<file path="src/rtl/burst_rom_pkg.sv">
// ----------------------------------------------------------------------------
// burst_rom_pkg
// Shared types and constants for the burst byte ROM:
//   state_t        - burst FSM states (IDLE, BURST)
//   DEFAULT_WORDS  - reference 8 x 64-bit table (quantisation coefficients)
//   rom_word()     - builds ROM word idx for an arbitrary word width, returned
//                    right-aligned in a MAX_WORD_W-bit vector
// ----------------------------------------------------------------------------
package burst_rom_pkg;

    typedef enum logic {
        IDLE  = 1'b0,
        BURST = 1'b1
    } state_t;

    // Widest word rom_word() can build; WORD_BYTES must not exceed this.
    localparam int MAX_WORD_BYTES = 32;
    localparam int MAX_WORD_W     = MAX_WORD_BYTES * 8;

    localparam logic [63:0] DEFAULT_WORDS [8] = '{
        64'hFF806C5D4F4C473C,
        64'h80805D554C473C37,
        64'h6C5D4F4C473C3C36,
        64'h5D5D4F4C473C3733,
        64'h5D4F4C47403B332B,
        64'h4F4C47403B332B23,
        64'h4F4C473C362D251E,
        64'h4C473B362D251E19
    };

    // Byte j of the built word (byte 0 = MSB) is byte (j mod 8) of the default
    // word. This one rule covers both cases: narrower words keep the MSB end
    // (truncation from the LSB side), wider words repeat the 8-byte pattern.
    function automatic logic [MAX_WORD_W-1:0] rom_word(input int unsigned idx,
                                                       input int unsigned word_bytes);
        logic [MAX_WORD_W-1:0] w;
        logic [63:0]           src;
        w   = '0;
        src = DEFAULT_WORDS[idx % 8];
        for (int unsigned j = 0; j < word_bytes; j++) begin
            w[(word_bytes - 1 - j) * 8 +: 8] = src[(7 - (j % 8)) * 8 +: 8];
        end
        return w;
    endfunction

endpackage

</file>
<file path="src/rtl/rom_byte_lookup.sv">
// ----------------------------------------------------------------------------
// rom_byte_lookup
// Combinational byte read from the constant ROM table.
//   addr [ADDR_W] in  - byte address: upper bits select the word, lower bits
//                       select the byte (byte 0 = most significant byte)
//   data [8]      out - addressed byte
// ----------------------------------------------------------------------------
module rom_byte_lookup
    import burst_rom_pkg::*;
#(
    parameter int DEPTH      = 8,
    parameter int WORD_BYTES = 8,
    parameter int ADDR_W     = $clog2(DEPTH * WORD_BYTES)
) (
    input  logic [ADDR_W-1:0] addr,
    output logic [7:0]        data
);

    localparam int BYTE_W = $clog2(WORD_BYTES);
    localparam int WORD_W = WORD_BYTES * 8;

    logic [WORD_W-1:0]        rom_words [DEPTH];
    logic [ADDR_W-BYTE_W-1:0] word_idx;
    logic [BYTE_W-1:0]        byte_idx;
    logic [WORD_W-1:0]        word_sel;

    genvar gi;
    generate
        for (gi = 0; gi < DEPTH; gi++) begin : g_word
            localparam logic [MAX_WORD_W-1:0] FULL_WORD = rom_word(gi, WORD_BYTES);
            assign rom_words[gi] = FULL_WORD[WORD_W-1:0];
        end
    endgenerate

    assign word_idx = addr[ADDR_W-1:BYTE_W];
    assign byte_idx = addr[BYTE_W-1:0];
    assign word_sel = rom_words[word_idx];

    always_comb begin
        data = '0;
        for (int j = 0; j < WORD_BYTES; j++) begin
            if (byte_idx == BYTE_W'(j)) begin
                data = word_sel[(WORD_BYTES - 1 - j) * 8 +: 8];
            end
        end
    end

endmodule

</file>
<file path="src/rtl/burst_byte_rom.sv">
// ----------------------------------------------------------------------------
// burst_byte_rom
// Byte-addressable constant ROM streaming req_len+1 consecutive bytes per
// accepted request, with output backpressure, abort and address wrap-around.
//   clk, rst              - clock, synchronous active-high reset
//   req_valid/req_ready   - request handshake (ready only while IDLE)
//   req_addr [ADDR_W]     - start byte address
//   req_len  [LEN_W]      - burst length minus one
//   abort                 - cancels a burst in progress (ignored in IDLE)
//   dout/dout_valid/dout_ready/dout_last - byte stream, registered
//   busy                  - high while a burst is in progress
// ----------------------------------------------------------------------------
module burst_byte_rom
    import burst_rom_pkg::*;
#(
    parameter  int DEPTH      = 8,
    parameter  int WORD_BYTES = 8,
    parameter  int LEN_W      = 4,
    localparam int ADDR_W     = $clog2(DEPTH * WORD_BYTES)
) (
    input  logic              clk,
    input  logic              rst,
    input  logic              req_valid,
    output logic              req_ready,
    input  logic [ADDR_W-1:0] req_addr,
    input  logic [LEN_W-1:0]  req_len,
    input  logic              abort,
    output logic [7:0]        dout,
    output logic              dout_valid,
    input  logic              dout_ready,
    output logic              dout_last,
    output logic              busy
);

    state_t            state_reg, state_next;
    logic [7:0]        dout_reg, dout_next;
    logic              dout_valid_reg, dout_valid_next;
    logic              dout_last_reg, dout_last_next;
    logic [ADDR_W-1:0] cur_addr_reg, cur_addr_next;
    logic [LEN_W-1:0]  left_reg, left_next;
    logic              req_ready_reg, busy_reg;

    logic [ADDR_W-1:0] lookup_addr;
    logic [7:0]        lookup_byte;

    // The single lookup serves both the first byte (from the request) and the
    // following bytes (from the running address).
    assign lookup_addr = (state_reg == IDLE) ? req_addr : cur_addr_reg;

    rom_byte_lookup #(
        .DEPTH      (DEPTH),
        .WORD_BYTES (WORD_BYTES),
        .ADDR_W     (ADDR_W)
    ) u_lookup (
        .addr (lookup_addr),
        .data (lookup_byte)
    );

    always_comb begin
        state_next      = state_reg;
        dout_next       = dout_reg;
        dout_valid_next = dout_valid_reg;
        dout_last_next  = dout_last_reg;
        cur_addr_next   = cur_addr_reg;
        left_next       = left_reg;

        unique case (state_reg)
            IDLE: begin
                if (req_valid) begin
                    dout_next       = lookup_byte;
                    dout_valid_next = 1'b1;
                    dout_last_next  = (req_len == '0);
                    // Address width equals the ROM size, so +1 wraps naturally.
                    cur_addr_next   = req_addr + ADDR_W'(1);
                    left_next       = req_len;
                    state_next      = BURST;
                end
            end
            BURST: begin
                if (abort) begin
                    dout_valid_next = 1'b0;
                    dout_last_next  = 1'b0;
                    state_next      = IDLE;
                end else if (dout_valid_reg && dout_ready) begin
                    if (left_reg != '0) begin
                        dout_next      = lookup_byte;
                        cur_addr_next  = cur_addr_reg + ADDR_W'(1);
                        left_next      = left_reg - LEN_W'(1);
                        dout_last_next = (left_reg == LEN_W'(1));
                    end else begin
                        dout_valid_next = 1'b0;
                        dout_last_next  = 1'b0;
                        state_next      = IDLE;
                    end
                end
            end
            default: state_next = IDLE;
        endcase
    end

    always_ff @(posedge clk) begin
        if (rst) begin
            state_reg      <= IDLE;
            dout_reg       <= '0;
            dout_valid_reg <= 1'b0;
            dout_last_reg  <= 1'b0;
            cur_addr_reg   <= '0;
            left_reg       <= '0;
            req_ready_reg  <= 1'b1;
            busy_reg       <= 1'b0;
        end else begin
            state_reg      <= state_next;
            dout_reg       <= dout_next;
            dout_valid_reg <= dout_valid_next;
            dout_last_reg  <= dout_last_next;
            cur_addr_reg   <= cur_addr_next;
            left_reg       <= left_next;
            // Flopped copies of the state decode so every output is a register.
            req_ready_reg  <= (state_next == IDLE);
            busy_reg       <= (state_next == BURST);
        end
    end

    assign req_ready  = req_ready_reg;
    assign busy       = busy_reg;
    assign dout       = dout_reg;
    assign dout_valid = dout_valid_reg;
    assign dout_last  = dout_last_reg;

endmodule

</file>
<file path="config.mk">
export PLATFORM = sky130hd
export DESIGN_NAME = burst_byte_rom
export DESIGN_NICKNAME = d
export VERILOG_FILES = /design/src/rtl/burst_rom_pkg.sv /design/src/rtl/rom_byte_lookup.sv /design/src/rtl/burst_byte_rom.sv
export SDC_FILE = /design/constraint.sdc
export NUM_CORES = 1
export LEC_CHECK = 0
export CAP_MARGIN = 20
export CORE_ASPECT_RATIO = 0.8
export CORE_MARGIN = 3
export CORE_UTILIZATION = 45
export CTS_BUF_LIST = sky130_fd_sc_hd__clkbuf_16
export DETAILED_ROUTE_END_ITERATION = 16
export PLACE_DENSITY_LB_ADDON = 0.12
export SKIP_CTS_REPAIR_TIMING = 1
export SYNTH_ARGS = -nofsm -noshare
export SYNTH_HDL_FRONTEND = slang
export SYNTH_SLANG_ARGS = --single-unit
</file>
<file path="constraint.sdc">
create_clock -name clk -period 3.4 [get_ports clk]
set_input_delay 0.34 -clock clk [delete_from_list [all_inputs] [get_ports clk]]
set_output_delay 0.34 -clock clk [all_outputs]
set_load 0.02 [all_outputs]
</file>
Yosys cells after proc, flatten, opt, wreduce, memory -nomap -nowiden
Memory sizes are Yosys's and may differ from the RTL's.
Index checks and enable logic that the tools add are counted.

storage, ports and cells
  flip-flop bits (word level) = 22
  bits in read-only memories = 512
  input port bits = 15
  output and inout port bits = 12
  word-level logic and storage cells = 77
  memories kept = 1

memory list
  memory            words  bits a word  read ports  clocked after Yosys merged registers in  wr ports  RTL line               text
  (name not given)  8      64           1           0                                        0         rom_byte_lookup.sv:37  assign word_sel = rom_words[word_idx];

operators by class
  $add $sub $neg = 3
  $lt $le $gt $ge = 1
  equal/unequal tests = 14
  muxes and demuxes = 41
  bitwise logic cells = 3
  reduce and logical (&&, ||, !) cells = 7

operators by type and width
  kind                                                      number
  2-to-1 mux 64 bit                                         2
  2-to-1 mux 8 bit                                          12
  2-to-1 mux 6 bit                                          5
  2-to-1 mux 4 bit                                          4
  one-hot mux 8 bit (2 select lines)                        1
  adder 6 x 1 -> 6 bit, second input constant               2
  == test 3 bit, second input constant                      4
  2-to-1 mux 1 bit                                          12
  one-hot mux 6 bit (2 select lines)                        1
  one-hot mux 4 bit (2 select lines)                        1
  == test 3 x 2 -> 1 bit, second input constant             2
  one-hot mux 1 bit (2 select lines)                        3
  == test 4 x 1 -> 1 bit, second input constant             1
  greater-or-equal comparator 4 bit, second input constant  1
  logical NOT 4 bit                                         1
  inequality test 2 x 1 -> 1 bit, second input constant     2
  inequality test 2 bit, second input constant              2
  NOT 3 -> 4 bit                                            1
  AND reduction 4 bit                                       1
  nonzero test 4 bit                                        1
  subtractor 4 x 1 -> 4 bit, second input constant          1
  == test 3 x 1 -> 1 bit, second input constant             1
  logical NOT 3 bit                                         1
  inequality test 3 x 2 -> 1 bit, second input constant     1
  other kinds (5)                                           6

Depth between registers and ports, before layout
Gate-level depths: netlist of the first run.

  word-level depth = 17
  depth in mapped cells = 13
  gate-level depth less buffers = 10

Cells and area by module
A second synthesis of the first run with hierarchy kept.

second synthesis, totals
  cell total of the unflattened synthesis = 259
  area total of the unflattened synthesis = 2134.5 um2

by module, submodules not included
  module           times used  cells each  area an instance (um2)  sequential area each (um2)
  burst_byte_rom   1           124         1182.4                  440.4
  rom_byte_lookup  1           135         952.2                   0.0

Least setup slack after synthesis of the first run
Ideal clock, no wire load.

  path kind = reg2reg
  start point = register, netlist name busy
  end point = register dout_reg[1], in the netlist dout[1]
  setup time = 0.079 ns
  arrival time = 2.821 ns
  data required time = 3.321 ns
  slack = 0.499 ns
  stages on the path, launching flop included = 14
  buffers on the path = 3
  period minus slack after synthesis = 2.901 ns
  cell sequence = dfxtp_1 > buf_6 > buf_2 > mux2i_1 > inv_1 > ha_1 > ha_1 > buf_2 > inv_1 > nand2_1 > or4_1 > o31ai_1 > o21ai_1 > a211oi_2

RTL lines
  element               RTL line               text
  to (signal assigned)  burst_byte_rom.sv:113  dout_reg <= dout_next;
  to (decl)             burst_byte_rom.sv:36   logic [7:0] dout_reg, dout_next;

==> results of run 1 <==
-- worst reg2reg max path, cell delays in order (launching register included) --
cell and delay (ns):
dfxtp_1 0.61, mux2i_1 0.47, inv_1 0.12, ha_1 0.26, ha_1 0.21, inv_1 0.13, nand2_1 0.12, or4_1 0.51
o31ai_1 0.08, o21ai_1 0.13, a211oi_2 0.18
-- layer usage --
layer | track usage | vias up | wire length [um]
met4 | 0.03878 | 0 | 85
li1 | - | 1090 | -
met1 | 0.3258 | 1011 | 3144
met3 | 0.06463 | 8 | 517
met5 | 0 | - | 0
met2 | 0.3300 | 109 | 2481
-- placed cells by master (no fill, tap or decap), types with 2 or more instances in the layout --
cell type        instances
nand2_1                 36
a21oi_1                 35
nor2_1                  32
clkdlybuf4s50_1         26
dfxtp_1                 22
ha_1                    21
inv_1                   13
a211oi_1                12
o21ai_0                 12
nor3_1                  11
buf_4                    8
mux2i_1                  6
nor2b_1                  6
a31oi_1                  5
a311oi_1                 5
nand3_1                  4
a21o_1                   3
o221ai_1                 3
and3_1                   3
nand4_1                  3
clkbuf_16                3
mux2i_4                  2
o31ai_1                  2
o211a_1                  2
o211ai_1                 2
o2111ai_1                2
xnor2_1                  2
-- how the worst min path moves through the flow --
stage	from	to	slack, ns
6_report	cur_addr_reg[1]	cur_addr_reg[1]	0.46
5_1_grt	dout[7]	dout[7]	0.47
4_1_cts	cur_addr_reg[0]	cur_addr_reg[0]	0.46
3_5_place_dp	cur_addr_reg[0]	cur_addr_reg[0]	0.45
3_3_place_gp	cur_addr_reg[0]	cur_addr_reg[0]	0.44
2_1_floorplan	cur_addr_reg[1]	cur_addr_reg[1]	0.43
-- through the flow --
stage | instance area (sq um) | util | instances | total power [mW]
2_1_floorplan | 2125 | - | 290 | 0.5776
3_3_place_gp | 2416 | 0.5539 | 360 | 0.7071
3_5_place_dp | 2416 | 0.5539 | 360 | 0.6992
4_1_cts | 2521 | 0.5780 | 364 | 1.032
5_1_grt | 2521 | 0.5780 | 364 | 1.098
6_report | 2521 | 0.5780 | 364 | 1.039
-- where the power goes --
group	leakage, nW	internal, mW	total [mW]	switching, mW
registers	0.181	0.282	0.303	0.0213
logic	0.747	0.160	0.402	0.242
clock network	0.0511	0.234	0.334	0.100
-- cell type report --
cell class | instances | area (sq um)
well taps | 57 | 71.32
repair buffers | 34 | 320.3
inverters | 14 | 53.80
flip-flops and latches | 22 | 440.4
multi-input cells | 233 | 1530
clock inverters | 1 | 30.03
clock buffers | 3 | 75.07
fillers | 426 | 1841
-- cells by family after synthesis --
family	count (synthesis)
compound gates	98
simple gates	103
mux	9
fa+ha+maj	21
buf+inv	35
flops	22
xor+xnor	2
==> run metrics, run 1 <==
diode count 0; WL/cell 17.11 um; Tcrit/Tclk final 0.8567; critical path endpoint dout[1]; Reg2Reg Launch Point busy; Synth Area in Simple Gates 0.2185; Clk pin slew, worst setup/hold paths 0.06 ns; nets 344; sequential cell area fraction in the yosys report 0.2073; fraction of registers with async set/reset 0; cell area after synthesis 2125 sq um; Compound-Gate Fraction of Synth Area 0.3151; Initial Util 0.4871; largest net degree at the start of global routing 23; Peak VDD IR 0.0002174 V; Worst slew margin 0.3478; WP depth 10; share of layout cells above drive strength 1 0.06515; Clk Tree Root Cell clkbuf_16; worst setup path category flip-flop to flip-flop; Die H 67.46 um; Setup WS pre-CTS 0.4778 ns; Worst Setup End Kind flip-flop; fmax 343.3 MHz; Hold Crit Class flip-flop to flip-flop; Clock Sinks 22; most common cell in the netlist nand2_1; core area 4362 sq um; power density cells 412.3 nW/um^2; post-route clock skew 0.001972 ns; worst path cell trace mux2i_1 > inv_1 > ha_1 > ha_1 > inv_1 > nand2_1 > or4_1 > o31ai_1 > o21ai_1 > a211oi_2; Num CTS Buffers 3; Worst R2R Path Depth 10; IO Port Bufs 26; Post-synth EDFFs 0; Critical Path RT 3.57 ns; Slew @ Worst Pin 0.9753 ns; DP HPWL 4.512 mm; Die Width 82.82 um; final worst-path setup slack 0.4871 ns; fin. max-slew vios 0; WP buf/inv 2; DR iter-0 viols 223; Unique masters post-synth 52; # DRC 0; critical path's top delay family simple AND/OR/NAND/NOR gates; Yosys top cell by area dfxtp_1; clock latency on the worst-skew pair 0.26 ns; Adder-Cell Fraction of Synth Area 0.1237; antenna violations before repair 0; # Max-Cap Violations 0; largest family of logic cells by synthesized area compound AO/OA/AOI/OAI gates; Area contributors post-synth dfxtp_1, ha_1, a21oi_1; Hold WS 0.4612 ns; Syn Area/Cell 7.326 sq um; CP max stage cell dfxtp_1; row count 21; router iterations before antenna repair 6; unrepaired setup endpoints after global routing false; cells after synthesis 290; gr usage total 0.2239; clk buf depth 2; Post-synth top cells nand2_1, a21oi_1, nor2_1; Synth Area in XOR/XNOR 0.008245; startpoint types flip-flop; r2r endpoint dout[1]; worst-path fanout max 9; Final Critical Period 2.913 ns; first-pass GRT wire length 10.14 mm; Seq cells post-synth 22; top_reg_cell synth dfxtp_1; Yosys top cell area share 0.2073; Die ar. 5587 sq um; internal reg-to-reg setup slack 0.49 ns; crit path DAT 3.08 ns; global placement routability congestion 0.9496; Area Growth Syn to Fin 18.67%; routed vias 2218; Antenna Nets Post-Route 0; post-synthesis mux area share 0.05477; Largest register FFs 8; Critical Path Source busy; final hold vios 0; Synth Warn # 0; vias in the first global route 1987; Max stage delay on crit path 0.61 ns; H-tree levels 1; CTS tree built; LEAKAGE 0.9796 nW; final setup violation count 0; vias per inst 6.093; total wire length 6.228 mm; I/O Pins 27; WHS Path Cells 2; setup_tns 0 ns; syn nets 326; grt total ovfl 0; status finished, final reports clean
(Power assumes the default switching activity.)
==> run 2, diff against run 1 <==
--- a/config.mk
+++ b/config.mk
@@ -5,13 +5,13 @@
 export SDC_FILE = /design/constraint.sdc
 export NUM_CORES = 1
 export LEC_CHECK = 0
-export CAP_MARGIN = 20
+export CAP_MARGIN = 30
 export CORE_ASPECT_RATIO = 0.8
 export CORE_MARGIN = 3
 export CORE_UTILIZATION = 45
 export CTS_BUF_LIST = sky130_fd_sc_hd__clkbuf_16
 export DETAILED_ROUTE_END_ITERATION = 16
-export PLACE_DENSITY_LB_ADDON = 0.12
+export PLACE_DENSITY = 0.71
 export SKIP_CTS_REPAIR_TIMING = 1
 export SYNTH_ARGS = -nofsm -noshare
 export SYNTH_HDL_FRONTEND = slang
==> run 2 against run 1 <==
Net effect:
- sequential cell count unchanged
- critical endpoint unchanged
- critical path depth unchanged
- final area decreased by 0.45%
- non-clock buffer count increased by 2
- global-route usage increased by 0.062 points
- largest cell class unchanged
- via count decreased by 1.4%
- largest power group unchanged
- clock power decreased by 23%
- worst hold slack got worse by 0.013 ns
==> run metrics, run 2 (same netlist as run 1, synthesis figures left out) <==
clk buf depth 2; Die ar. 5587 sq um; final worst-path setup slack 0.5025 ns; Clk Tree Root Cell clkbuf_16; Peak VDD IR 0.0002296 V; first-pass GRT wire length 10.23 mm; critical path's top delay family simple AND/OR/NAND/NOR gates; nets 346; core area 4362 sq um; vias per inst 5.978; total wire length 6.233 mm; clock latency on the worst-skew pair 0.26 ns; I/O Pins 27; post-route clock skew 0.003000 ns; LEAKAGE 0.9771 nW; worst path cell trace mux2i_1 > inv_1 > ha_1 > ha_1 > inv_1 > nand2_1 > or4_1 > o31ai_1 > o21ai_1 > a211oi_2; H-tree levels 1; row count 21; Die Width 82.82 um; Setup WS pre-CTS 0.3840 ns; Critical Path RT 3.57 ns; setup_tns 0 ns; global placement routability congestion 0.9335; WL met1 3.143 mm; Clock Sinks 22; gr usage total 0.2245; worst setup path category flip-flop to flip-flop; share of layout cells above drive strength 1 0.06796; Clk pin slew, worst setup/hold paths 0.06 ns; Tcrit/Tclk final 0.8522; power density cells 382.9 nW/um^2; max layer used met4; startpoint types flip-flop; largest net degree at the start of global routing 23; IO Port Bufs 26; Worst Setup End Kind flip-flop; vias in the first global route 2006; post-route insts no fill 366; flip-flop and latch area 440.4 sq um; DR iter-0 viols 244; Area Growth Syn to Fin 18.14%; CP max stage cell dfxtp_1; WL met3 550 um; Max stage delay on crit path 0.60 ns; # Max-Cap Violations 0; WP buf/inv 2; Antenna Nets Post-Route 0; number of placed instances, taps included 362; crit path DAT 3.06 ns; Final Critical Period 2.898 ns; Worst slew margin 0.3583; Num CTS Buffers 3; # DRC 0; commonest cells after routing, fill and taps aside nand2_1, a21oi_1, nor2_1, clkdlybuf4s50_1, dfxtp_1; # fillers 417; most common cell after layout, fill and taps aside nand2_1; area of the multi-input gates 1530 sq um; status finished, final reports clean; Area after DPL 2431 sq um; routed vias 2188; diode count 0; grt total ovfl 0; Slew @ Worst Pin 0.9596 ns; total power draw 0.9611 mW; fmax 345.1 MHz; met2 routed WL 2.525 mm; design area 2510 sq um; Hold WS 0.4479 ns; final core utilization 0.5754; Hold Crit Class flip-flop to flip-flop; CTS tree built; DP HPWL 4.581 mm; unrepaired setup endpoints after global routing false; final setup violation count 0; fin. max-slew vios 0; worst-path fanout max 10; WL/cell 17.03 um; Die H 67.46 um; final hold vios 0; antenna violations before repair 0; router iterations before antenna repair 5; Initial Util 0.4871; Largest register FFs 8
[run 2: cell count changes in the layout (fill, tap and decap cells not counted), sizes merged]
cell / previous run / this run
buf: 8 / 10
clkinv: 1 / 2
bufinv: 1 / 0
[run 2: routing by layer]
layer	vias to the layer above	track usage
met5	-	0
met4	0	0.02653
met3	2	0.05122
met2	110	0.3410
met1	980	0.3324
li1	1096	-
[run 2: report_power, final]
part | total [mW] | switching [mW] | internal [mW] | leakage [nW]
clock network | 0.256 | 0.0984 | 0.157 | 0.0385
registers | 0.303 | 0.0218 | 0.282 | 0.181
logic | 0.402 | 0.240 | 0.162 | 0.757
total | 0.961 | 0.360 | 0.601 | 0.977
[run 2: layout make-up]
| cell class | count | share of cell area |
|---|---|---|
| multi-input cells | 233 | 0.6097 |
| flip-flops and latches | 22 | 0.1755 |
| repair buffers | 36 | 0.1336 |
| clock buffers | 3 | 0.02991 |
| well taps | 57 | 0.02841 |
| inverters | 14 | 0.02144 |
| clock inverters | 1 | 0.001496 |
[run 2: final timing paths]
check / start / end / slack (ns) / cells past startpoint
setup / recovery: busy / dout[1] / 0.50 / 10
hold reg to reg: dout[7] / dout[7] / 0.45 / 2
setup reg to reg: busy / dout[1] / 0.50 / 10
hold / removal: dout[7] / dout[7] / 0.45 / 2
[run 2: worst min-delay path, delay by kind of cell, from the launching register on]
family	cells	cell delay, ns
flops	1	0.31
simple gates	1	0.05
compound gates	1	0.05
